`src/rtl/mem_w_commit.sv`:
```
// Purpose: in-order store commit buffer between the execute stage and the data-memory write bus.
// Latency: 2 cycles from push to bus_w_req; consecutive acks drain back-to-back with no bubble.
// Backpressure: mem_w_ready low while full; a store arriving while full is dropped and sets err_ovf.
//
// Ports:
//   sys_clk, sys_rst_n            clock (posedge) and asynchronous active-low reset
//   mem_w_op/_mem_addr/_mem_val   store request from execute (sampled on posedge)
//   mem_w_ready                   FIFO not full
//   bus_w_req/_addr/_data/_ack    write request to data memory, held stable until ack or timeout
//   idle                          FIFO empty and no request in flight
//   err_ovf, err_tmo, err_clr     sticky overflow / bus-timeout flags and their synchronous clear
// Optional: define MEM_W_FWD_EN to add ld_addr/fwd_hit/fwd_val store-to-load forwarding.
module mem_w_commit #(
  parameter int DEPTH   = 4,
  parameter int TIMEOUT = 255
) (
  input  logic        sys_clk,
  input  logic        sys_rst_n,
  input  logic        mem_w_op,
  input  logic [31:0] mem_w_mem_addr,
  input  logic [31:0] mem_w_mem_val,
  output logic        mem_w_ready,
  output logic        bus_w_req,
  output logic [31:0] bus_w_addr,
  output logic [31:0] bus_w_data,
  input  logic        bus_w_ack,
`ifdef MEM_W_FWD_EN
  input  logic [31:0] ld_addr,
  output logic        fwd_hit,
  output logic [31:0] fwd_val,
`endif
  output logic        idle,
  output logic        err_ovf,
  output logic        err_tmo,
  input  logic        err_clr
);

  localparam int AW = $clog2(DEPTH);
  localparam int CW = AW + 1;
  localparam logic [CW-1:0] FULL_CNT = CW'(DEPTH);
  // Counter is cleared on launch, so the head is dropped on the TIMEOUT-th unacked edge.
  localparam logic [7:0]    TMO_LAST = 8'(TIMEOUT - 1);

  typedef enum logic {S_IDLE, S_BUSY} state_t;

  state_t        r_state, w_state_nxt;
  logic [31:0]   r_addr_mem [DEPTH];
  logic [31:0]   r_data_mem [DEPTH];
  logic [AW-1:0] r_rd_ptr, r_wr_ptr, w_rd_ptr_inc;
  logic [CW-1:0] r_count;
  logic [7:0]    r_tmo_cnt, w_tmo_cnt_nxt;
  logic          r_bus_req, w_bus_req_nxt;
  logic [31:0]   r_bus_addr, w_bus_addr_nxt;
  logic [31:0]   r_bus_data, w_bus_data_nxt;
  logic          r_err_ovf, r_err_tmo;
  logic          w_full, w_push, w_pop, w_ovf, w_tmo;

  // Full comes from the registered count only: a pop in the same cycle does not make room.
  assign w_full       = (r_count == FULL_CNT);
  assign w_push       = mem_w_op && !w_full;
  assign w_ovf        = mem_w_op && w_full;
  assign w_rd_ptr_inc = r_rd_ptr + AW'(1);

  assign mem_w_ready = !w_full;
  assign idle        = (r_count == '0) && (r_state == S_IDLE);
  assign bus_w_req   = r_bus_req;
  assign bus_w_addr  = r_bus_addr;
  assign bus_w_data  = r_bus_data;
  assign err_ovf     = r_err_ovf;
  assign err_tmo     = r_err_tmo;

  // Storage needs no reset: validity is tracked by r_count and the pointers.
  always_ff @(posedge sys_clk) begin
    if (w_push) begin
      r_addr_mem[r_wr_ptr] <= mem_w_mem_addr;
      r_data_mem[r_wr_ptr] <= mem_w_mem_val;
    end
  end

  always_ff @(posedge sys_clk or negedge sys_rst_n) begin
    if (!sys_rst_n) begin
      r_state <= S_IDLE;
    end else begin
      r_state <= w_state_nxt;
    end
  end

  always_comb begin
    w_state_nxt    = r_state;
    w_bus_req_nxt  = r_bus_req;
    w_bus_addr_nxt = r_bus_addr;
    w_bus_data_nxt = r_bus_data;
    w_tmo_cnt_nxt  = r_tmo_cnt;
    w_pop          = 1'b0;
    w_tmo          = 1'b0;
    case (r_state)
      S_IDLE: begin
        if (r_count != '0) begin
          w_bus_addr_nxt = r_addr_mem[r_rd_ptr];
          w_bus_data_nxt = r_data_mem[r_rd_ptr];
          w_bus_req_nxt  = 1'b1;
          w_tmo_cnt_nxt  = '0;
          w_state_nxt    = S_BUSY;
        end
      end
      S_BUSY: begin
        if (bus_w_ack) begin
          // Ack beats a coincident timeout.
          w_pop         = 1'b1;
          w_tmo_cnt_nxt = '0;
          if (r_count > CW'(1)) begin
            w_bus_addr_nxt = r_addr_mem[w_rd_ptr_inc];
            w_bus_data_nxt = r_data_mem[w_rd_ptr_inc];
          end else if (w_push) begin
            // Only entry left is being pushed this cycle and is not in storage yet.
            w_bus_addr_nxt = mem_w_mem_addr;
            w_bus_data_nxt = mem_w_mem_val;
          end else begin
            w_bus_req_nxt = 1'b0;
            w_state_nxt   = S_IDLE;
          end
        end else if (r_tmo_cnt == TMO_LAST) begin
          w_pop         = 1'b1;
          w_tmo         = 1'b1;
          w_tmo_cnt_nxt = '0;
          w_bus_req_nxt = 1'b0;
          w_state_nxt   = S_IDLE;
        end else begin
          w_tmo_cnt_nxt = r_tmo_cnt + 8'd1;
        end
      end
      default: begin
        w_state_nxt   = S_IDLE;
        w_bus_req_nxt = 1'b0;
      end
    endcase
  end

  always_ff @(posedge sys_clk or negedge sys_rst_n) begin
    if (!sys_rst_n) begin
      r_rd_ptr   <= '0;
      r_wr_ptr   <= '0;
      r_count    <= '0;
      r_tmo_cnt  <= '0;
      r_bus_req  <= 1'b0;
      r_bus_addr <= '0;
      r_bus_data <= '0;
      r_err_ovf  <= 1'b0;
      r_err_tmo  <= 1'b0;
    end else begin
      if (w_push) r_wr_ptr <= r_wr_ptr + AW'(1);
      if (w_pop)  r_rd_ptr <= w_rd_ptr_inc;
      r_count    <= r_count + CW'(w_push) - CW'(w_pop);
      r_tmo_cnt  <= w_tmo_cnt_nxt;
      r_bus_req  <= w_bus_req_nxt;
      r_bus_addr <= w_bus_addr_nxt;
      r_bus_data <= w_bus_data_nxt;
      // Set has priority over clear.
      r_err_ovf  <= w_ovf ? 1'b1 : (err_clr ? 1'b0 : r_err_ovf);
      r_err_tmo  <= w_tmo ? 1'b1 : (err_clr ? 1'b0 : r_err_tmo);
    end
  end

`ifdef MEM_W_FWD_EN
  // Scan oldest to youngest so the youngest match is left standing. The in-flight head
  // still occupies slot r_rd_ptr until it is popped, so it is covered by the scan too.
  always_comb begin
    fwd_hit = 1'b0;
    fwd_val = '0;
    for (int i = 0; i < DEPTH; i++) begin
      if ((CW'(i) < r_count) && (r_addr_mem[r_rd_ptr + AW'(i)] == ld_addr)) begin
        fwd_hit = 1'b1;
        fwd_val = r_data_mem[r_rd_ptr + AW'(i)];
      end
    end
  end
`endif

endmodule

```
`config.mk`:
```
export PLATFORM = sky130hd
export DESIGN_NAME = mem_w_commit
export DESIGN_NICKNAME = d
export VERILOG_FILES = /design/src/rtl/mem_w_commit.sv
export SDC_FILE = /design/constraint.sdc
export NUM_CORES = 1
export LEC_CHECK = 0
export CORE_MARGIN = 1
export CORE_UTILIZATION = 53
export CTS_CLUSTER_SIZE = 8
export DETAILED_ROUTE_END_ITERATION = 16
export GPL_TIMING_DRIVEN = 1
export PLACE_DENSITY = 0.74
export RECOVER_POWER = 25
export SLEW_MARGIN = 20
export SYNTH_ARGS = -nofsm -noshare
export SYNTH_HDL_FRONTEND = slang
export SYNTH_SLANG_ARGS = --single-unit
```
`constraint.sdc`:
```
create_clock -name sys_clk -period 3.6 [get_ports sys_clk]
set_input_delay 0.36 -clock sys_clk [delete_from_list [all_inputs] [get_ports sys_clk]]
set_output_delay 0.36 -clock sys_clk [all_outputs]
set_load 0.005 [all_outputs]
```
==> summary.txt, run 1 <==
Timing
  – Worst clock skew on the final layout: 0.0172 ns
  – Final Hold Viols: 0
  – Period Utilization, post-route: 0.730
  – Worst slew margin relative to its limit: 0.426
  – Setup Total Neg Slack: 0 ns
  – Shortest period the worst path allows: 2.63 ns
  – Slew at the pin with the worst max-slew slack: 0.861 ns
  – Count of endpoints failing setup in the final report: 0
  – Fmax: 0.380 GHz
  – Unrepaired setup endpoints after global routing: no
  – Final Max Tran Viols: 0

Cells and area
  – Post-layout instance area: 0.0186 mm^2
  – FILL cells: 1936
  – Layout overhead on the synthesized area: 21.4%
  – Final Net Count: 1046
  – Commonest non-fill, non-tap cell in the layout: sky130_fd_sc_hd__edfxtp_1
  – Commonest cells after routing, fill and taps aside: sky130_fd_sc_hd__edfxtp_1 (256), sky130_fd_sc_hd__mux4_2 (128), sky130_fd_sc_hd__clkdlybuf4s50_1 (87)
  – Share of layout cells above drive strength 1: 0.276

Detailed routing
  – Average wire per cell in the routed design: 23.5 um
  – TritonRoute pass-1 iters: 5
  – Count of nets left with antenna violations after detail routing: 0
  – Vias per inst: 6.15
  – Drc violations: 0
  – Number of design-rule violations left by the first detailed-router iteration: 539
  – Routed via count: 8504
  – Final wirelength: 32500 um

Clock tree
  – Number of levels in the clock H-tree: 2
  – Total clock sinks: 339
  – Setup repair bufs after CTS: 0
  – Bufs on Longest Clock Path: 3
  – Clock transition at the registers of the reported paths: 0.05 ns
  – Clock tree from TritonCTS: yes
  – Number of buffers inserted by hold repair at cts: 1
  – Clock latency at the later pin of the worst-skew pair: 0.53 ns
  – Number of buffers created by CTS: 48
  – Post-cts repair resize count: 0
  – Root Buffer Master: sky130_fd_sc_hd__clkbuf_16

Die
  – Initial core utilization: 0.545
  – X dimension of the die: 172 um
  – Die Area: 0.0296 mm^2
  – Die Y-Extent: 172 um
  – I/O pin count: 138
  – Core Area: 0.0281 mm^2
  – Number of placement rows: 61

Global route
  – Via count of the first global-routing pass: 9024
  – Number of antenna violations at the first check in global routing: 2
  – GR Util All Layers: 0.229
  – Remaining global-route overflow: 0
  – Maximum number of pins on one net before global-route repair: 65
  – Global-route wire length before repair: 50400 um

Synthesis
  – Fraction of the yosys area taken by sequential cells: 0.638
  – Flop and latch count out of synthesis: 339
  – Cell variety after synth: 39
  – Cell taking the most area after synthesis: sky130_fd_sc_hd__edfxtp_1
  – Number of standard cells after synthesis: 813
  – Cells taking the most area after synthesis: sky130_fd_sc_hd__edfxtp_1 (50%), sky130_fd_sc_hd__mux4_2 (19%), sky130_fd_sc_hd__dfrtp_1 (14%)
  – Average size of a mapped cell: 18.8 um^2
  – Summed instance area of the synthesized netlist: 0.0153 mm^2
  – Fraction of post-synthesis cell area in the top cell type by area: 0.502
  – Syn nets: 893
  – Number of warning messages in the yosys log: 0

Power
  – Switch Pwr: 0.00516 W
  – Register share of total power: 0.353
  – Worst supply voltage drop on vdd: 585 uV
  – Int Power: 0.0119 W
  – Part of the total power dissipated in the clock network: 0.240
  – Final total power: 0.0171 W
  – Leakage power figure: 6.41 nW
  – Areal power density over the cells: 919 mW/mm^2
  – Combinational share of power: 0.408
  – Fraction of power spent switching nets: 0.302

Setup path
  – Largest driver fanout on the critical path: 7
  – Critical path data required time: 3.24 ns
  – Cell-by-cell trace of the critical path: nor3_1, nand2b_1, inv_1, clkdlybuf4s50_1
  – Kind of critical path: register to output pin
  – Startpoint type of the worst setup path: register
  – Cell depth of the worst flop-to-flop path: 5
  – Slowest library cell on the worst path: sky130_fd_sc_hd__clkdlybuf4s50_1
  – Worst Setup End Kind: output pin
  – Arrival @ worst endpoint: 2.27 ns
  – Max incr delay on CP: 0.64 ns

Outcome
  – Run status: complete, no violations

Placed design
  – Routability-driven placement congestion ratio: 0.752
  – Cell Area, Placed: 0.0172 mm^2
  – Final HPWL from detailed placement: 19000 um
  – Input/output buffers: 137

Run
  – Max_cap viols: 0

Hold path
  – Worst min path class: input pin to register
  – Worst hold path depth: 2
cells by family (layout without fill, tap and decap cells):
family          Yosys count  in the layout  synth area share
flops                   339            339             0.638
mux                     192            192             0.235
simple gates            103            103            0.0391
compound gates           90             90            0.0529
buf+inv                  73            264            0.0229
fa+ha+maj                11             11           0.00948
xor+xnor                  5              5           0.00286
other cells               0              1                 0
cell usage after synthesis:
library cell / count
sky130_fd_sc_hd__nand3_1: 3
sky130_fd_sc_hd__o221ai_1: 1
sky130_fd_sc_hd__a221o_1: 64
sky130_fd_sc_hd__ha_1: 10
sky130_fd_sc_hd__clkbuf_1: 26
sky130_fd_sc_hd__nor2b_1: 65
sky130_fd_sc_hd__a211o_1: 1
sky130_fd_sc_hd__xnor2_1: 4
sky130_fd_sc_hd__buf_1: 7
sky130_fd_sc_hd__nor4_1: 3
sky130_fd_sc_hd__nand4_1: 1
sky130_fd_sc_hd__mux4_2: 128
sky130_fd_sc_hd__dfrtp_1: 83
sky130_fd_sc_hd__nand2_1: 11
sky130_fd_sc_hd__mux2_2: 64
sky130_fd_sc_hd__fa_1: 1
sky130_fd_sc_hd__nor2_1: 7
sky130_fd_sc_hd__inv_1: 14
sky130_fd_sc_hd__o41ai_1: 1
sky130_fd_sc_hd__a21o_1: 3
sky130_fd_sc_hd__xor2_1: 1
sky130_fd_sc_hd__o21ai_0: 9
sky130_fd_sc_hd__o31ai_1: 1
sky130_fd_sc_hd__nor3_1: 4
sky130_fd_sc_hd__nor3b_1: 3
sky130_fd_sc_hd__a31oi_1: 1
sky130_fd_sc_hd__nand2b_1: 1
sky130_fd_sc_hd__o2bb2a_1: 1
sky130_fd_sc_hd__buf_4: 5
sky130_fd_sc_hd__o211ai_1: 1
sky130_fd_sc_hd__buf_2: 16
sky130_fd_sc_hd__edfxtp_1: 256
sky130_fd_sc_hd__a21boi_0: 1
sky130_fd_sc_hd__o21a_1: 2
sky130_fd_sc_hd__buf_6: 5
sky130_fd_sc_hd__and2_1: 4
sky130_fd_sc_hd__o22ai_1: 1
sky130_fd_sc_hd__a21oi_1: 3
sky130_fd_sc_hd__nor4bb_1: 1
final cells by class:
| cell class | count | area [um^2] | area share |
|---|---|---|---|
| Clock inverter | 1 | 7.51 | 0.000404 |
| Clock buffer | 87 | 1370 | 0.0736 |
| Inverter | 14 | 52.6 | 0.00283 |
| Tap cell | 378 | 473 | 0.0254 |
| Timing Repair Buffer | 162 | 1680 | 0.0906 |
| Antenna cell | 1 | 2.50 | 0.000135 |
| Multi-Input combinational cell | 401 | 5230 | 0.281 |
| Sequential cell | 339 | 9770 | 0.526 |
state kept, by name (all words and copies together), names as in the netlist:
signal / cells
r_data_mem: 128
r_rd_ptr: 2
bus_w_addr: 32
err_tmo: 1
err_ovf: 1
bus_w_data: 32
r_wr_ptr: 2
r_tmo_cnt: 8
r_state: 1
bus_w_req: 1
r_addr_mem: 128
r_count: 3
stage by stage:
stage          hold slack [ns]   util  setup slack, ns  cells
4_1_cts                  0.420  0.662            0.951   1382
5_1_grt                  0.458  0.662            0.818   1383
2_1_floorplan           0.0644      -            0.774    813
6_report                 0.446  0.662            0.970   1383
3_5_place_dp             0.493  0.612            0.893   1293
3_3_place_gp             0.487  0.612            0.950   1293
path summary, 6_finish.rpt:
check	from	to	slack (ns)
min in group asynchronous	sys_rst_n	bus_w_addr[27]$_DFFE_PN0P_	0.46
worst min register to register	bus_w_addr[26]$_DFFE_PN0P_	bus_w_addr[26]$_DFFE_PN0P_	0.50
max in group asynchronous	sys_rst_n	bus_w_data[17]$_DFFE_PN0P_	2.34
worst max-delay path	r_count[0]$_DFF_PN0_	idle	0.97
worst min-delay path	err_clr	err_ovf$_DFFE_PN0P_	0.45
worst max register to register	r_count[0]$_DFF_PN0_	bus_w_data[9]$_DFFE_PN0P_	1.09
power groups by stage:
| stage | registers [W] | clock network (W) | logic (W) |
|---|---|---|---|
| after global placement | 0.00602 | 0 | 0.00688 |
| after detailed placement | 0.00607 | 0 | 0.00704 |
| after global routing | 0.00613 | 0.00434 | 0.00754 |
| after CTS | 0.00603 | 0.00417 | 0.00709 |
| final | 0.00602 | 0.00409 | 0.00696 |
| after floorplan | 0.00581 | 0 | 0.00506 |
routing by layer:
| layer | GRT usage | share of wire | vias to the layer above |
|---|---|---|---|
| li1 | - | - | 3697 |
| met1 | 0.290 | 0.40 | 4503 |
| met2 | 0.402 | 0.52 | 244 |
| met3 | 0.0428 | 0.055 | 58 |
| met4 | 0.0704 | 0.020 | 2 |
| met5 | 0 | 0.00025 | - |
worst max-delay path: cells and delay by family, from the launching register on:
kind | cells | cell delay [ns]
buffers and inverters | 2 | 0.84
DFF | 1 | 0.45
and+or+nand+nor | 2 | 0.45
(Power assumes the default switching activity.)
==> run 2: changes to the inputs <==
Settings changed: CORE_UTILIZATION 53 to 52, PLACE_DENSITY 0.74 to 0.76.
Clock period 3.6 ns to 2.4 ns, I/O delays scaled along.
==> summary.txt, run 2 (synthesized netlist as in run 1, its figures left out) <==
Outcome
  – Run status: complete, no violations

Cells and area
  – Share of layout cells above drive strength 1: 0.289
  – Final Net Count: 1057
  – Post-Route Utilization: 0.654
  – Sequential cell area: 0.00977 mm^2
  – FILL cells: 1961
  – Commonest non-fill, non-tap cell in the layout: sky130_fd_sc_hd__edfxtp_1
  – Registers with the most flip-flops: r_addr_mem (128), r_data_mem (128)
  – Layout overhead on the synthesized area: 23.3%
  – Area taken by multi-input logic gates: 0.00524 mm^2
  – Commonest cells after routing, fill and taps aside: sky130_fd_sc_hd__edfxtp_1 (256), sky130_fd_sc_hd__mux4_2 (128), sky130_fd_sc_hd__clkdlybuf4s50_1 (86)

Setup path
  – Kind of critical path: register to register
  – Max incr delay on CP: 0.46 ns
  – Largest driver fanout on the critical path: 23
  – Timing endpoint of the critical path: bus_w_data[1]$_DFFE_PN0P_
  – Reg2Reg Setup Slack: 0.13 ns
  – Startpoint type of the worst setup path: register
  – Slowest library cell on the worst path: sky130_fd_sc_hd__dfrtp_1
  – Worst flop-to-flop path endpoint: bus_w_data[1]$_DFFE_PN0P_
  – Worst Setup End Kind: register
  – Arrival @ worst endpoint: 2.69 ns
  – Worst Setup SP: r_count[1]$_DFF_PN0_
  – Critical path data required time: 2.82 ns
  – Cell-by-cell trace of the critical path: inv_1, ha_1, a21boi_2, o21a_2, buf_4, a221o_1, mux2_2
  – Cell depth of the worst flop-to-flop path: 7
  – Start of the worst register-to-register path: r_count[1]$_DFF_PN0_

Global route
  – Remaining global-route overflow: 0
  – GR Util All Layers: 0.225
  – Global-route wire length before repair: 52000 um
  – Maximum number of pins on one net before global-route repair: 53
  – Number of antenna violations at the first check in global routing: 4
  – Via count of the first global-routing pass: 9313

Clock tree
  – Number of buffers created by CTS: 48
  – Total clock sinks: 339
  – Number of levels in the clock H-tree: 2
  – Clock latency at the later pin of the worst-skew pair: 0.55 ns
  – Clock tree from TritonCTS: yes
  – Root Buffer Master: sky130_fd_sc_hd__clkbuf_16
  – Bufs on Longest Clock Path: 3
  – Clock transition at the registers of the reported paths: 0.05 ns

Die
  – I/O pin count: 138
  – Number of placement rows: 62
  – Core Area: 0.0289 mm^2
  – Die Y-Extent: 174 um
  – X dimension of the die: 174 um
  – Die Area: 0.0301 mm^2
  – Initial core utilization: 0.531

Timing
  – Unrepaired setup endpoints after global routing: no
  – Worst slew margin relative to its limit: 0.636
  – Shortest period the worst path allows: 2.27 ns
  – Slew at the pin with the worst max-slew slack: 0.546 ns
  – Fmax: 0.441 GHz
  – Count of endpoints failing setup in the final report: 0
  – Final Max Tran Viols: 0
  – Worst clock skew on the final layout: 0.00968 ns
  – Final Hold Viols: 0
  – Period Utilization, post-route: 0.945
  – Setup Total Neg Slack: 0 ns

Detailed routing
  – Average wire per cell in the routed design: 23.4 um
  – Drc violations: 0
  – Number of design-rule violations left by the first detailed-router iteration: 581
  – Vias per inst: 6.14
  – Count of nets left with antenna violations after detail routing: 0
  – TritonRoute pass-1 iters: 5
  – Final wirelength: 32900 um
  – Routed via count: 8614

Placed design
  – Routability-driven placement congestion ratio: 0.705
  – Final HPWL from detailed placement: 19700 um
  – Input/output buffers: 137

Run
  – Max_cap viols: 0

Power
  – Worst supply voltage drop on vdd: 1070 uV
  – Areal power density over the cells: 1390 mW/mm^2
  – Leakage power figure: 6.55 nW

Hold path
  – Worst min path class: input pin to asynchronous set/reset pin
-- run 2: timing repair --
action / in CTS / in global routing
hold buffers: 1 / 0
endpoints found under the hold margin: 32 / 0
gates resized for setup: 2 / 4
setup buffers: 0 / 0
setup endpoints to repair: 1 / 65
-- run 2: worst min path at each step --
stage | start | end | slack (ns) | depth (start not counted)
4_1_cts | sys_rst_n | bus_w_addr[26]$_DFFE_PN0P_ | 0.22 | 2
3_5_place_dp | sys_rst_n | bus_w_addr[26]$_DFFE_PN0P_ | 0.26 | 1
5_1_grt | sys_rst_n | bus_w_addr[26]$_DFFE_PN0P_ | 0.25 | 2
6_report | sys_rst_n | bus_w_addr[26]$_DFFE_PN0P_ | 0.22 | 2
2_1_floorplan | sys_rst_n | bus_w_addr[0]$_DFFE_PN0P_ | -0.06 | 0
3_3_place_gp | sys_rst_n | bus_w_addr[26]$_DFFE_PN0P_ | 0.25 | 1
-- run 2: per-stage QoR --
stage | cells | total power, W | cell area [um^2] | setup slack [ns] | hold slack [ns]
6_report | 1403 | 0.0262 | 18900 | 0.131 | 0.220
4_1_cts | 1400 | 0.0265 | 18900 | 0.0485 | 0.225
2_1_floorplan | 813 | 0.0163 | 15300 | 0.198 | -0.0556
3_5_place_dp | 1310 | 0.0201 | 17400 | 0.0667 | 0.261
5_1_grt | 1402 | 0.0276 | 18900 | 0.0144 | 0.248
3_3_place_gp | 1310 | 0.0198 | 17400 | 0.128 | 0.253
-- run 2: metal layers --
layer  global-route usage  routed length (um)
met3               0.0386                1930
met2                0.384               17000
met4               0.0694                 590
met5                    0                  13
met1                0.297               13400
-- run 2: critical path, delay by kind of cell (launching register included) --
kind,cells,cell delay [ns]
buffers and inverters,2,0.37
AO/OA/AOI/OAI,3,0.81
multiplexers,1,0.27
adder cells (fa/ha/maj),1,0.23
flip-flops,1,0.46
-- run 2: power breakdown --
group          internal [W]  leakage [nW]  switching, W
clock               0.00383         0.667       0.00240
sequential          0.00803          3.35      0.000908
combinational       0.00637          2.53       0.00463
total                0.0182          6.55       0.00794
-- run 2: area by class of cell --
class / count / share of cell area
repair buffers: 173 / 0.102
multi-input cells: 401 / 0.278
clock buffers: 86 / 0.0723
flip-flops and latches: 339 / 0.517
well taps: 384 / 0.0254
clock inverters: 3 / 0.00252
inverters: 14 / 0.00278
diodes: 3 / 0.000397
==> run 3: changes to the inputs <==
Settings changed: TNS_END_PERCENT from default to 100.
==> results of run 3 <==
The final DEF is identical to that of run 2; final timing and power are the same.
